File: src/rtl/dma_arbiter.sv
// Four-channel DMA request arbiter: fixed or rotating priority, HRQ/HLDA bus hold
// handshake with the CPU, and one-hot DACK while the winning channel is in service.
module dma_arbiter #(
   parameter bit DREQ_ACTIVE_HIGH = 1'b1,
   parameter bit DACK_ACTIVE_HIGH = 1'b1
) (
   input  logic       CLK,
   input  logic       RESET,
   input  logic       DREQ0,
   input  logic       DREQ1,
   input  logic       DREQ2,
   input  logic       DREQ3,
   input  logic       HLDA,
   input  logic [3:0] MASK,
   input  logic       CMD_DISABLE,
   input  logic       CMD_ROTATE,
   input  logic       XFER_DONE,
   output logic       HRQ,
   output logic       DACK0,
   output logic       DACK1,
   output logic       DACK2,
   output logic       DACK3,
   output logic       ACT_VALID,
   output logic [1:0] ACT_CH,
   output logic       GRANT_START,
   output logic       ABORT,
   output logic [1:0] state_dbg,
   output logic [1:0] ptr_dbg
);

   typedef enum logic [1:0] {
      IDLE    = 2'd0,
      REQ     = 2'd1,
      GRANT   = 2'd2,
      RELEASE = 2'd3
   } state_t;

   state_t     state_q, state_n;
   logic [1:0] ptr_q, ptr_n;
   logic [1:0] act_ch_q, act_ch_n;
   logic       hrq_q, hrq_n;
   logic       act_valid_q, act_valid_n;
   logic       grant_start_q, grant_start_n;
   logic       abort_q, abort_n;
   logic [3:0] dack_q, dack_n;

   logic [3:0] dreq_act;
   logic [3:0] eff_req;
   logic [1:0] base;
   logic [1:0] cand;
   logic       win_valid;
   logic [1:0] win_ch;

   // Priority search starts at the rotation pointer (or channel 0 in fixed mode).
   always_comb begin
      dreq_act  = DREQ_ACTIVE_HIGH ? {DREQ3, DREQ2, DREQ1, DREQ0}
                                   : ~{DREQ3, DREQ2, DREQ1, DREQ0};
      eff_req   = dreq_act & ~MASK & {4{~CMD_DISABLE}};
      base      = CMD_ROTATE ? ptr_q : 2'd0;
      cand      = 2'd0;
      win_valid = 1'b0;
      win_ch    = 2'd0;
      for (int i = 0; i < 4; i++) begin
         cand = base + 2'(i);
         if (!win_valid && eff_req[cand]) begin
            win_valid = 1'b1;
            win_ch    = cand;
         end
      end
   end

   // Handshake: HRQ rises one cycle after a request wins in IDLE and stays high
   // until HLDA is sampled high; service runs while HLDA stays high and ends on
   // XFER_DONE (normal) or HLDA low (abort). RELEASE waits for HLDA to drop.
   always_comb begin
      state_n  = state_q;
      ptr_n    = ptr_q;
      act_ch_n = act_ch_q;
      abort_n  = 1'b0;
      case (state_q)
         IDLE: begin
            if (win_valid) begin
               state_n  = REQ;
               act_ch_n = win_ch;
            end
         end
         REQ: begin
            if (HLDA) state_n = GRANT;
         end
         GRANT: begin
            if (XFER_DONE) begin
               state_n = RELEASE;
               ptr_n   = act_ch_q + 2'd1;
            end else if (!HLDA) begin
               state_n = RELEASE;
               ptr_n   = act_ch_q + 2'd1;
               abort_n = 1'b1;
            end
         end
         RELEASE: begin
            if (!HLDA) state_n = IDLE;
         end
         default: state_n = IDLE;
      endcase
      hrq_n         = (state_n == REQ) || (state_n == GRANT);
      act_valid_n   = (state_n == GRANT);
      grant_start_n = (state_q == REQ) && (state_n == GRANT);
      dack_n        = act_valid_n ? (4'b0001 << act_ch_n) : 4'b0000;
   end

   always_ff @(posedge CLK) begin
      if (RESET) begin
         state_q       <= IDLE;
         ptr_q         <= 2'd0;
         act_ch_q      <= 2'd0;
         hrq_q         <= 1'b0;
         act_valid_q   <= 1'b0;
         grant_start_q <= 1'b0;
         abort_q       <= 1'b0;
         dack_q        <= DACK_ACTIVE_HIGH ? 4'b0000 : 4'b1111;
      end else begin
         state_q       <= state_n;
         ptr_q         <= ptr_n;
         act_ch_q      <= act_ch_n;
         hrq_q         <= hrq_n;
         act_valid_q   <= act_valid_n;
         grant_start_q <= grant_start_n;
         abort_q       <= abort_n;
         dack_q        <= DACK_ACTIVE_HIGH ? dack_n : ~dack_n;
      end
   end

   assign HRQ         = hrq_q;
   assign DACK0       = dack_q[0];
   assign DACK1       = dack_q[1];
   assign DACK2       = dack_q[2];
   assign DACK3       = dack_q[3];
   assign ACT_VALID   = act_valid_q;
   assign ACT_CH      = act_ch_q;
   assign GRANT_START = grant_start_q;
   assign ABORT       = abort_q;
   assign state_dbg   = state_q;
   assign ptr_dbg     = ptr_q;

endmodule

File: config.mk
export PLATFORM = sky130hd
export DESIGN_NAME = dma_arbiter
export DESIGN_NICKNAME = d
export VERILOG_FILES = /design/src/rtl/dma_arbiter.sv
export SDC_FILE = /design/constraint.sdc
export NUM_CORES = 1
export LEC_CHECK = 0
export CAP_MARGIN = 25
export CORE_MARGIN = 5
export CORE_UTILIZATION = 40
export DETAILED_ROUTE_END_ITERATION = 10
export MAX_ROUTING_LAYER = met4
export PLACE_DENSITY = 0.82
export SYNTH_ARGS = -nofsm -noshare
export SYNTH_HDL_FRONTEND = slang
export SYNTH_SLANG_ARGS = --single-unit
export TNS_END_PERCENT = 20
File: constraint.sdc
create_clock -name CLK -period 2.5 [get_ports CLK]
set_clock_uncertainty 0.15 [all_clocks]
set_input_delay 0.5 -clock CLK [delete_from_list [all_inputs] [get_ports CLK]]
set_output_delay 0.5 -clock CLK [all_outputs]
set_load 0.01 [all_outputs]
== Word level (Yosys, flattened, before mapping) ==
Cells that the tools add are included.

* Bits in registers: 14
* Logic and storage cells: 69

* Reductions and logical operators: 12
* Bitwise gates (word level): 6
* Equal/unequal tests: 6
* Add/sub/neg operators: 4
* Shifts and indexed selects: 1
* Multiplexer cells: 28
* $lt $le $gt $ge: 4

{| class="wikitable"
|+ Operators by type and width
! cell !! count
|-
| 2-bit 2-to-1 mux || 14
|-
| 2-bit by 3-bit less-than comparator with 1-bit output (second input constant) || 4
|-
| 1-bit 2-to-1 mux || 9
|-
| 4-bit AND || 2
|-
| 1-bit binary-select mux with 2-bit select || 4
|-
| 2-bit one-hot mux with 4 select lines || 1
|-
| 2-bit == test (second input constant) || 3
|-
| 2-bit by 1-bit adder with 2-bit output (second input constant) || 2
|-
| 2-bit adder (second input constant) || 2
|-
| 2-bit by 1-bit == test with 1-bit output (second input constant) || 2
|-
| 1-bit logical AND || 4
|-
| 4-bit inverter || 1
|-
| 1-bit by 2-bit << shifter with 4-bit output (first input constant) || 1
|-
| 1-bit zero test || 3
|-
| 1-bit inverter || 3
|-
| 3-bit OR reduction || 1
|-
| 2-bit zero test || 1
|-
| 2-bit by 1-bit != test with 1-bit output (second input constant) || 1
|-
| 2-bit AND reduction || 1
|-
| 2-bit OR reduction || 1
|-
| 1-bit logical OR || 1
|}

== Depth between registers and ports, before layout ==
Gate-level depths: netlist of the first run.

* Depth after elaboration: 20
* Gate-level depth with buffers: 11
* Gate-level depth less buffers: 10

== Least setup slack after synthesis of the first run ==
No wires, ideal clock.

* Path type: input-to-reg
* Start: in CMD_DISABLE
* End: reg dack_q[1]
* Stages on the path: 11
* Setup slack: -26 ps
* Data required time: 2220 ps
* Arrival: 2246 ps
* Cell sequence: buf_6 -> or3b_1 -> o32a_1 -> and4_4 -> a311oi_1 -> a21oi_1 -> ha_1 -> nand2b_1 -> inv_1 -> o211ai_1 -> a21boi_0

* Longest elaborated chain between the ends: 19
* Elaborated cells between the ends (all ways): 32
* Those cells by class: eq/ne: 1; shift: 1; mux: 20; bitwise: 3; reduce/logical: 7

{| class="wikitable"
|+ RTL lines
! item !! line !! text
|-
| from (decl) || 15 || <nowiki>input logic CMD_DISABLE,</nowiki>
|-
| 1-bit inverter * || 58 || <nowiki>eff_req = dreq_act & ~MASK & {4{~CMD_DISABLE}};</nowiki>
|-
| 4-bit AND * || 58 ||
|-
| 1-bit binary-select mux with 2-bit select || 65 || <nowiki>if (!win_valid && eff_req[cand]) begin</nowiki>
|-
| 1-bit 2-to-1 mux (not written as such) || 65 ||
|-
| 1-bit 2-to-1 mux || 65 ||
|-
| 1-bit zero test || 65 ||
|-
| 1-bit logical AND || 65 ||
|-
| 1-bit 2-to-1 mux || 65 ||
|-
| [... 4 more ...] || -- ||
|-
| 1-bit logical AND || 65 ||
|-
| 1-bit 2-to-1 mux * || 65 ||
|-
| 2-bit 2-to-1 mux * || 82 || <nowiki>if (win_valid) begin</nowiki>
|-
| 2-bit one-hot mux with 4 select lines * || 80 || <nowiki>case (state_q)</nowiki>
|-
| 2-bit == test * || 106 || <nowiki>act_valid_n = (state_n == GRANT);</nowiki>
|-
| named net act_valid_n || 42 || <nowiki>logic act_valid_q, act_valid_n;</nowiki>
|-
| 1-bit inverter (no line) * || -- ||
|-
| 2-bit OR reduction (no line) * || -- ||
|-
| to (signal assigned) || 120 || <nowiki>dack_q <= DACK_ACTIVE_HIGH ? 4'b0000 : 4'b1111;</nowiki>
|-
| to (signal assigned) || 129 || <nowiki>dack_q <= DACK_ACTIVE_HIGH ? dack_n : ~dack_n;</nowiki>
|-
| to (decl) || 45 || <nowiki>logic [3:0] dack_q, dack_n;</nowiki>
|}

Mark *: on every way through the listed nets, which the timed path passes. The rest lies on a longest branch. The select of a mux whose other input is x is not followed.
A chain may end at the register's enable or synchronous reset.

== Worst setup path after layout of the first run ==
* Start: in MASK[1]
* End: reg dack_q[0]

* Longest elaborated chain between the ends: 20
* Elaborated cells between the ends (all ways): 33
* Those cells by class: eq/ne: 1; shift: 1; mux: 20; bitwise: 4; reduce/logical: 7

{| class="wikitable"
|+ RTL lines
! item !! line !! text
|-
| from (decl) || 14 || <nowiki>input logic [3:0] MASK,</nowiki>
|-
| 4-bit inverter * || 58 ||
|-
| 4-bit AND * (2 in a row) || 58 ||
|-
| 1-bit binary-select mux with 2-bit select || 65 ||
|-
| 1-bit 2-to-1 mux (not written as such) || 65 ||
|-
| 1-bit 2-to-1 mux || 65 ||
|-
| 1-bit zero test || 65 ||
|-
| 1-bit logical AND || 65 ||
|-
| 1-bit 2-to-1 mux || 65 ||
|-
| [... 4 more ...] || -- ||
|-
| 1-bit logical AND || 65 ||
|-
| 1-bit 2-to-1 mux * || 65 ||
|-
| 2-bit 2-to-1 mux * || 82 ||
|-
| 2-bit one-hot mux with 4 select lines * || 80 ||
|-
| 2-bit == test * || 106 ||
|-
| named net act_valid_n || 42 ||
|-
| 1-bit inverter (no line) * || -- ||
|-
| 2-bit OR reduction (no line) * || -- ||
|}

Marks and branches as above.

==> results of run 1 <==
## metal layers
| layer | part of all wire | up-vias | global-route usage |
|---|---|---|---|
| met3 | 0.065 | 8 | 0.02294 |
| li1 | - | 465 | - |
| met4 | 0.020 | 0 | 0.08136 |
| met1 | 0.40 | 451 | 0.1710 |
| met2 | 0.51 | 45 | 0.3119 |
| met5 | 0 | - | - |
## worst max-delay path, delay by kind of cell
family	cells	cell delay, ps
AND/OR/NAND/NOR	4	830
AO/OA/AOI/OAI	4	570
buffers and inverters	2	360
adder cells (fa/ha/maj)	1	220
## power by group through the flow
stage	Sequential [mW]	Clock [mW]	Combinational (mW)
3_5_place_dp	0.271	0	0.218
5_1_grt	0.272	0.166	0.282
3_3_place_gp	0.270	0	0.215
2_1_floorplan	0.273	0	0.111
6_report	0.269	0.156	0.262
4_1_cts	0.266	0.160	0.246
## cells in the mapped netlist (2+ instances only)
library cell	number	area, um2
sky130_fd_sc_hd__nor3b_1	4	30.03
sky130_fd_sc_hd__o21ai_0	2	10.01
sky130_fd_sc_hd__nand3b_1	3	22.52
sky130_fd_sc_hd__dfxtp_1	14	280.3
sky130_fd_sc_hd__and3b_1	2	17.52
sky130_fd_sc_hd__inv_1	6	22.52
sky130_fd_sc_hd__nor4b_1	2	17.52
sky130_fd_sc_hd__or3b_1	2	17.52
sky130_fd_sc_hd__nand2_1	6	22.52
sky130_fd_sc_hd__nor2_1	10	37.54
sky130_fd_sc_hd__o21a_1	2	15.01
sky130_fd_sc_hd__a211oi_1	3	22.52
sky130_fd_sc_hd__nand2b_1	2	12.51
sky130_fd_sc_hd__a21oi_1	7	35.03
## path summary, 6_finish.rpt
check / cells after the start / startpoint / slack [ps] / end
max: 11 / MASK[1] / 70 / dack_q[0]
min: 2 / ptr_dbg[0] / 420 / ptr_dbg[0]
max reg2reg: 9 / ptr_dbg[1] / 110 / dack_q[0]
min reg2reg: 2 / ptr_dbg[0] / 420 / ptr_dbg[0]
## what timing repair did
action	CTS	global route
endpoints found under the hold margin	0	0
buffers inserted	4	1
pin swaps	10	8
setup endpoints to repair	7	4
resized for setup	29	14
## metrics by stage
step	total power [mW]	instance area (um2)	TNS (ps)	worst slack [ps]
floorplan	0.3839	870.8	0	13.50
global placement	0.4844	1282	-2877	-451.8
detailed placement	0.4896	1282	-3457	-540.9
CTS	0.6725	1426	0	63.18
global route	0.7203	1426	-8.613	-8.613
finish	0.6875	1426	0	72.95
## cell type report
cell class                 count  area [um2]
multi-input combinational     74       645.6
fill                         146       595.6
timing repair buffer          49       404.1
sequential                    14       281.5
clock buffer                   4       36.28
tap                           27       33.78
inverter                       6       25.02
## registers in the layout (all words and copies together) (netlist names)
name / flops
ACT_VALID: 1
dack_q: 4
ABORT: 1
ptr_dbg: 2
GRANT_START: 1
ACT_CH: 2
state_dbg: 2
HRQ: 1
## cell families after synthesis
logic type | Yosys count | share of synthesized area
adder cells (fa/ha/maj) | 1 | 0.01437
buffers and inverters | 10 | 0.05746
multiplexers | 3 | 0.05459
flip-flops | 14 | 0.3218
XOR/XNOR | 2 | 0.02012
AO/OA/AOI/OAI | 27 | 0.2400
AND/OR/NAND/NOR | 41 | 0.2917
==> metrics.txt, run 1 <==
# TYPE chip_impl_metric gauge
chip_impl_metric{name="detailroute.via_count",unit=""} 969
chip_impl_metric{name="swShare",unit=""} 0.3053
chip_impl_metric{name="postCtsHoldBufs",unit=""} 0
chip_impl_metric{name="final-instance-count-excl-fill",unit=""} 174
chip_impl_metric{name="cp.arrival",unit="ps"} 2480
chip_impl_metric{name="flow.area_growth_from_synthesis",unit="%"} 63.79
chip_impl_metric{name="coreArea",unit="mm2"} 0.002022
chip_impl_metric{name="maxSlewHeadroom",unit=""} 0.7047
chip_impl_info{name="tritoncts",value="done"} 1
chip_impl_info{name="final_common_cell",value="sky130_fd_sc_hd__buf_4"} 1
chip_impl_metric{name="chipHeight",unit="um"} 56.66
chip_impl_metric{name="grt_max_degree",unit=""} 11
chip_impl_metric{name="cp_data_required_time",unit="ps"} 2560
chip_impl_metric{name="final_hold_viol_count",unit=""} 0
chip_impl_metric{name="yosysWarningCount",unit=""} 0
chip_impl_metric{name="power.net_switching",unit="mW"} 0.2099
chip_impl_info{name="outcome",value="finished, final reports clean"} 1
chip_impl_metric{name="number_of_max_cap_violations",unit=""} 0
chip_impl_metric{name="timing.critical_path.fanout_max",unit=""} 3
chip_impl_metric{name="timing.final.max_slew_violations",unit=""} 0
chip_impl_metric{name="layout_cells_sized_above_1",unit=""} 0.3946
chip_impl_metric{name="initial_antenna_violation_count",unit=""} 0
chip_impl_metric{name="p_leak",unit="nW"} 0.5886
chip_impl_metric{name="clock_network_latency_to_the_later_pin_of_the_worst_skew_pair",unit="ps"} 270
chip_impl_metric{name="num_rows",unit=""} 16
chip_impl_metric{name="tightestPinTransition",unit="ps"} 441.0
chip_impl_metric{name="cts-htree-levels",unit=""} 1
chip_impl_metric{name="power_frac_clock",unit=""} 0.227
chip_impl_metric{name="total_routing_usage_gr",unit=""} 0.1683
chip_impl_metric{name="viasPerCell",unit=""} 5.569
chip_impl_metric{name="final_min_period_over_clock_period",unit=""} 0.9708
chip_impl_metric{name="cts_num_sinks",unit=""} 14
chip_impl_metric{name="insertedDiodeCount",unit=""} 0
chip_impl_metric{name="finalWorstPathRequiredPeriod",unit="ps"} 2427
chip_impl_metric{name="first_global_vias",unit=""} 976
chip_impl_info{name="critical_path_cell_by_cell",value="dlygate4sd2_1 -> buf_4 -> nand3b_1 -> a21o_1 -> and4_4 -> a311oi_2 -> a21oi_2 -> ha_2 -> nand2b_4 -> or3_4 -> a21boi_2"} 1
chip_impl_metric{name="post_dp_hpwl",unit="mm"} 1.824
chip_impl_info{name="holdCritPathClass",value="reg -> reg"} 1
chip_impl_metric{name="finish.net_count",unit=""} 163
chip_impl_metric{name="wl_per_cell",unit="um"} 14.79
chip_impl_metric{name="fmax",unit="MHz"} 412.0
chip_impl_info{name="cp_max_delay_cell",value="sky130_fd_sc_hd__or3_4"} 1
chip_impl_info{name="end_kind",value="register"} 1
chip_impl_metric{name="port_buffers",unit=""} 27
chip_impl_metric{name="wire_length_of_the_first_global_routing_pass",unit="mm"} 4.257
chip_impl_metric{name="die_w",unit="um"} 56.66
chip_impl_metric{name="postSynthCellCount",unit=""} 98
chip_impl_metric{name="top_level_ports",unit=""} 28
chip_impl_metric{name="utilization",unit=""} 0.7054
chip_impl_info{name="cts_root_buffer",value="sky130_fd_sc_hd__clkbuf_4"} 1
chip_impl_metric{name="synth.distinct_cells",unit=""} 47
chip_impl_metric{name="fin_worst_hold_slack",unit="ps"} 422.9
chip_impl_metric{name="ys_ff_latch",unit=""} 14
chip_impl_metric{name="synth_enable_flop_cells",unit=""} 0
chip_impl_metric{name="gp_routability_congestion",unit=""} 0.9481
chip_impl_metric{name="cts_buffer_depth",unit=""} 2
chip_impl_metric{name="start_util",unit=""} 0.4307
chip_impl_metric{name="syn_avg_cell_area",unit="um2"} 8.886
chip_impl_metric{name="wirelength",unit="mm"} 2.573
chip_impl_metric{name="cts_made_buffers",unit=""} 3
chip_impl_metric{name="seq_power_share",unit=""} 0.391
chip_impl_metric{name="synthesis.area",unit="um2"} 870.8
chip_impl_info{name="synth_ff_type",value="sky130_fd_sc_hd__dfxtp_1"} 1
chip_impl_metric{name="synth_sequential_area_ratio",unit=""} 0.3218
chip_impl_metric{name="drc",unit=""} 0
chip_impl_metric{name="async_reset_ff_frac",unit=""} 0
chip_impl_metric{name="critPathMaxStageDelay",unit="ps"} 390
chip_impl_metric{name="power_report.internal_total",unit="mW"} 0.4775
chip_impl_metric{name="pwr-share-comb",unit=""} 0.382
chip_impl_metric{name="global_route.overflow_total",unit=""} 0
chip_impl_metric{name="final_antenna_net_count",unit=""} 0
chip_impl_metric{name="drtIter0Drc",unit=""} 29
chip_impl_metric{name="die_area",unit="mm2"} 0.003210
chip_impl_metric{name="postSynthNetCount",unit=""} 113
chip_impl_metric{name="clkSlewWorstSetupHoldPaths",unit="ps"} 80
chip_impl_metric{name="dpl.cell_count",unit=""} 166
chip_impl_metric{name="cellPowerDensity",unit="mW/mm2"} 482.0
chip_impl_metric{name="drt_first_pass_iters",unit=""} 6
chip_impl_info{name="mostFrequentLayoutCells",value="sky130_fd_sc_hd__buf_4 (22), sky130_fd_sc_hd__clkdlybuf4s50_1 (17), sky130_fd_sc_hd__dfxtp_1 (13)"} 1
chip_impl_info{name="worstSetupStartpointType",value="primary input"} 1
chip_impl_info{name="criticalPathCategory",value="in -> reg"} 1
chip_impl_metric{name="worst_vdd_drop",unit="uV"} 266.9
chip_impl_metric{name="setup_viol_count_final",unit=""} 0
Power figures use the tool's default switching activity.
==> run 2, diff against run 1 <==
--- a/config.mk
+++ b/config.mk
@@ -9,8 +9,9 @@
 export CORE_MARGIN = 5
 export CORE_UTILIZATION = 40
 export DETAILED_ROUTE_END_ITERATION = 10
+export GPL_TIMING_DRIVEN = 0
 export MAX_ROUTING_LAYER = met4
-export PLACE_DENSITY = 0.82
+export PLACE_DENSITY = 0.84
 export SYNTH_ARGS = -nofsm -noshare
 export SYNTH_HDL_FRONTEND = slang
 export SYNTH_SLANG_ARGS = --single-unit
==> run 2 against run 1 <==
Against the previous run:
- utilization down 4.1 points
- register-to-register slack worse by 60 ps
- cell area down 5.8%
- routed wire length down 7.4%
- fmax down 2.1%
- combinational power down 2%
- sequential cell count unchanged
- hold slack better by 17 ps
- cell count down 7.5%
- via count down 7.8%
- sequential share of layout area up 1.5 points
- die area unchanged
- highest routed layer unchanged
==> metrics.txt, run 2 (synthesis gave the netlist of run 1 again) <==
# TYPE chip_impl_metric gauge
chip_impl_info{name="outcome",value="finished, final reports clean"} 1
chip_impl_metric{name="timing.final.max_slew_violations",unit=""} 0
chip_impl_metric{name="number_of_max_cap_violations",unit=""} 0
chip_impl_metric{name="worst_vdd_drop",unit="uV"} 236.1
chip_impl_metric{name="cp_data_required_time",unit="ps"} 2560
chip_impl_metric{name="finalPower",unit="mW"} 0.6838
chip_impl_metric{name="detailroute.via_count",unit=""} 893
chip_impl_metric{name="insertedDiodeCount",unit=""} 0
chip_impl_metric{name="fin_worst_hold_slack",unit="ps"} 439.7
chip_impl_metric{name="num-fill-cells",unit=""} 163
chip_impl_info{name="worstSetupStartpointType",value="primary input"} 1
chip_impl_metric{name="flow.area_growth_from_synthesis",unit="%"} 54.31
chip_impl_metric{name="layout_cells_sized_above_1",unit=""} 0.3209
chip_impl_metric{name="p_leak",unit="nW"} 0.5339
chip_impl_metric{name="wire_length_of_the_first_global_routing_pass",unit="mm"} 3.850
chip_impl_metric{name="finish.net_count",unit=""} 150
chip_impl_metric{name="timing.critical_path.fanout_max",unit=""} 3
chip_impl_info{name="criticalPathCategory",value="in -> reg"} 1
chip_impl_metric{name="die_w",unit="um"} 56.66
chip_impl_metric{name="num_rows",unit=""} 16
chip_impl_metric{name="register_to_register_path_setup_slack",unit="ps"} 50
chip_impl_metric{name="tightestPinTransition",unit="ps"} 742.2
chip_impl_metric{name="final_design_area_no_fill",unit="mm2"} 0.001344
chip_impl_metric{name="cts-htree-levels",unit=""} 1
chip_impl_metric{name="final_min_period_over_clock_period",unit=""} 0.9920
chip_impl_metric{name="finalSetupTns",unit="ps"} 0
chip_impl_metric{name="final_hold_viol_count",unit=""} 0
chip_impl_metric{name="die_area",unit="mm2"} 0.003210
chip_impl_metric{name="largest_register_ff_count",unit=""} 4
chip_impl_metric{name="finalWorstPathRequiredPeriod",unit="ps"} 2480
chip_impl_metric{name="wl_per_cell",unit="um"} 14.80
chip_impl_metric{name="cts_made_buffers",unit=""} 3
chip_impl_metric{name="grt_max_degree",unit=""} 11
chip_impl_metric{name="first_global_vias",unit=""} 879
chip_impl_metric{name="chipHeight",unit="um"} 56.66
chip_impl_metric{name="port_buffers",unit=""} 25
chip_impl_metric{name="clock_network_latency_to_the_later_pin_of_the_worst_skew_pair",unit="ps"} 280
chip_impl_metric{name="cts_num_sinks",unit=""} 14
chip_impl_metric{name="fmax",unit="MHz"} 403.2
chip_impl_info{name="final_common_cell",value="sky130_fd_sc_hd__clkdlybuf4s50_1"} 1
chip_impl_info{name="tritoncts",value="done"} 1
chip_impl_metric{name="wirelength",unit="mm"} 2.383
chip_impl_info{name="grt_setup_unrepaired",value="true"} 1
chip_impl_metric{name="drc",unit=""} 0
chip_impl_metric{name="final_antenna_net_count",unit=""} 0
chip_impl_metric{name="total_routing_usage_gr",unit=""} 0.1554
chip_impl_info{name="cts_root_buffer",value="sky130_fd_sc_hd__clkbuf_4"} 1
chip_impl_metric{name="initial_antenna_violation_count",unit=""} 0
chip_impl_metric{name="utilization",unit=""} 0.6646
chip_impl_metric{name="clkSlewWorstSetupHoldPaths",unit="ps"} 80
chip_impl_metric{name="post_dp_hpwl",unit="mm"} 1.611
chip_impl_info{name="holdCritPathClass",value="in -> reg"} 1
chip_impl_metric{name="cts_buffer_depth",unit=""} 2
chip_impl_metric{name="start_util",unit=""} 0.4307
chip_impl_info{name="end_kind",value="register"} 1
chip_impl_metric{name="drt_first_pass_iters",unit=""} 4
chip_impl_metric{name="cp.arrival",unit="ps"} 2540
chip_impl_info{name="mostFrequentLayoutCells",value="sky130_fd_sc_hd__clkdlybuf4s50_1 (16), sky130_fd_sc_hd__dfxtp_1 (12), sky130_fd_sc_hd__nor2_1 (10)"} 1
chip_impl_metric{name="gp_routability_congestion",unit=""} 0.9409
chip_impl_metric{name="viasPerCell",unit=""} 5.547
chip_impl_info{name="max_flop_register",value="dack_q"} 1
chip_impl_metric{name="maxSlewHeadroom",unit=""} 0.5042
chip_impl_metric{name="global_route.overflow_total",unit=""} 0
chip_impl_metric{name="top_level_ports",unit=""} 28
chip_impl_metric{name="postCtsHoldBufs",unit=""} 0
chip_impl_metric{name="dpl_cell_area",unit="mm2"} 0.001155
chip_impl_metric{name="cellPowerDensity",unit="mW/mm2"} 508.9
chip_impl_metric{name="drtIter0Drc",unit=""} 29
chip_impl_metric{name="coreArea",unit="mm2"} 0.002022
chip_impl_metric{name="setup_viol_count_final",unit=""} 0
-- run 2: cell types whose count changed in the layout (fill, tap and decap cells not counted), moves of 2 or more --
cell | previous run | this run
sky130_fd_sc_hd__clkbuf_2 | 5 | 3
sky130_fd_sc_hd__buf_6 | 0 | 2
sky130_fd_sc_hd__nor3b_1 | 1 | 3
sky130_fd_sc_hd__buf_4 | 22 | 6
sky130_fd_sc_hd__nor3b_2 | 3 | 1
-- run 2: path summary, 6_finish.rpt --
path / from / to / depth (start not counted)
worst max-delay path: DREQ2 / dack_q[0] / 10
worst max register to register: ptr_dbg[1] / dack_q[0] / 10
worst min-delay path: RESET / state_dbg[0] / 2
worst min register to register: state_dbg[1] / GRANT_START / 1
-- run 2: layout make-up --
cell class                      count  area [um2]  area share
Buffer                              4       41.29     0.03073
Clock buffer                        4       36.28     0.02700
Inverter                            6       22.52     0.01676
Multi-Input combinational cell     74       646.9      0.4814
Sequential cell                    14       285.3      0.2123
Tap cell                           27       33.78     0.02514
Timing Repair Buffer               32       277.8      0.2067
-- run 2: repair_timing --
item	4_1_cts	5_1_grt
pin swaps	9	11
gates cloned	0	1
endpoints found under the setup margin	7	4
setup buffers	4	2
resized for setup	26	17
-- run 2: where the power goes --
part           internal, mW  leakage (nW)  total [mW]  switching [mW]
Sequential            0.243         0.115       0.263          0.0202
Clock                0.0886        0.0210       0.162          0.0735
Combinational         0.143         0.397       0.258           0.115
-- run 2: critical path, cell delays in order --
cell and delay, ps:
sky130_fd_sc_hd__dlygate4sd2_1 260, sky130_fd_sc_hd__or3b_4 270, sky130_fd_sc_hd__a2bb2oi_4 170, sky130_fd_sc_hd__and4_4 250, sky130_fd_sc_hd__a311oi_2 90, sky130_fd_sc_hd__a21oi_2 150, sky130_fd_sc_hd__ha_2 210, sky130_fd_sc_hd__nand2b_4 60
sky130_fd_sc_hd__or3_4 410, sky130_fd_sc_hd__a21boi_2 170
-- run 2: metal layers --
| metal | global-route usage | part of all wire | wire length [um] | vias to the layer above |
|---|---|---|---|---|
| met2 | 0.2607 | 0.50 | 1189 | 48 |
| met3 | 0.01835 | 0.063 | 150 | 8 |
| li1 | - | - | - | 436 |
| met5 | - | 0 | 0 | - |
| met1 | 0.1717 | 0.41 | 970 | 401 |
| met4 | 0.1017 | 0.030 | 72 | 0 |
-- run 2: stage by stage --
| step | worst slack, ps | cells |
|---|---|---|
| finish | 20.10 | 161 |
| floorplan | 13.50 | 98 |
| detailed placement | -675.1 | 150 |
| CTS | 0.7165 | 158 |
| global placement | -558.3 | 150 |
| global route | -38.24 | 161 |
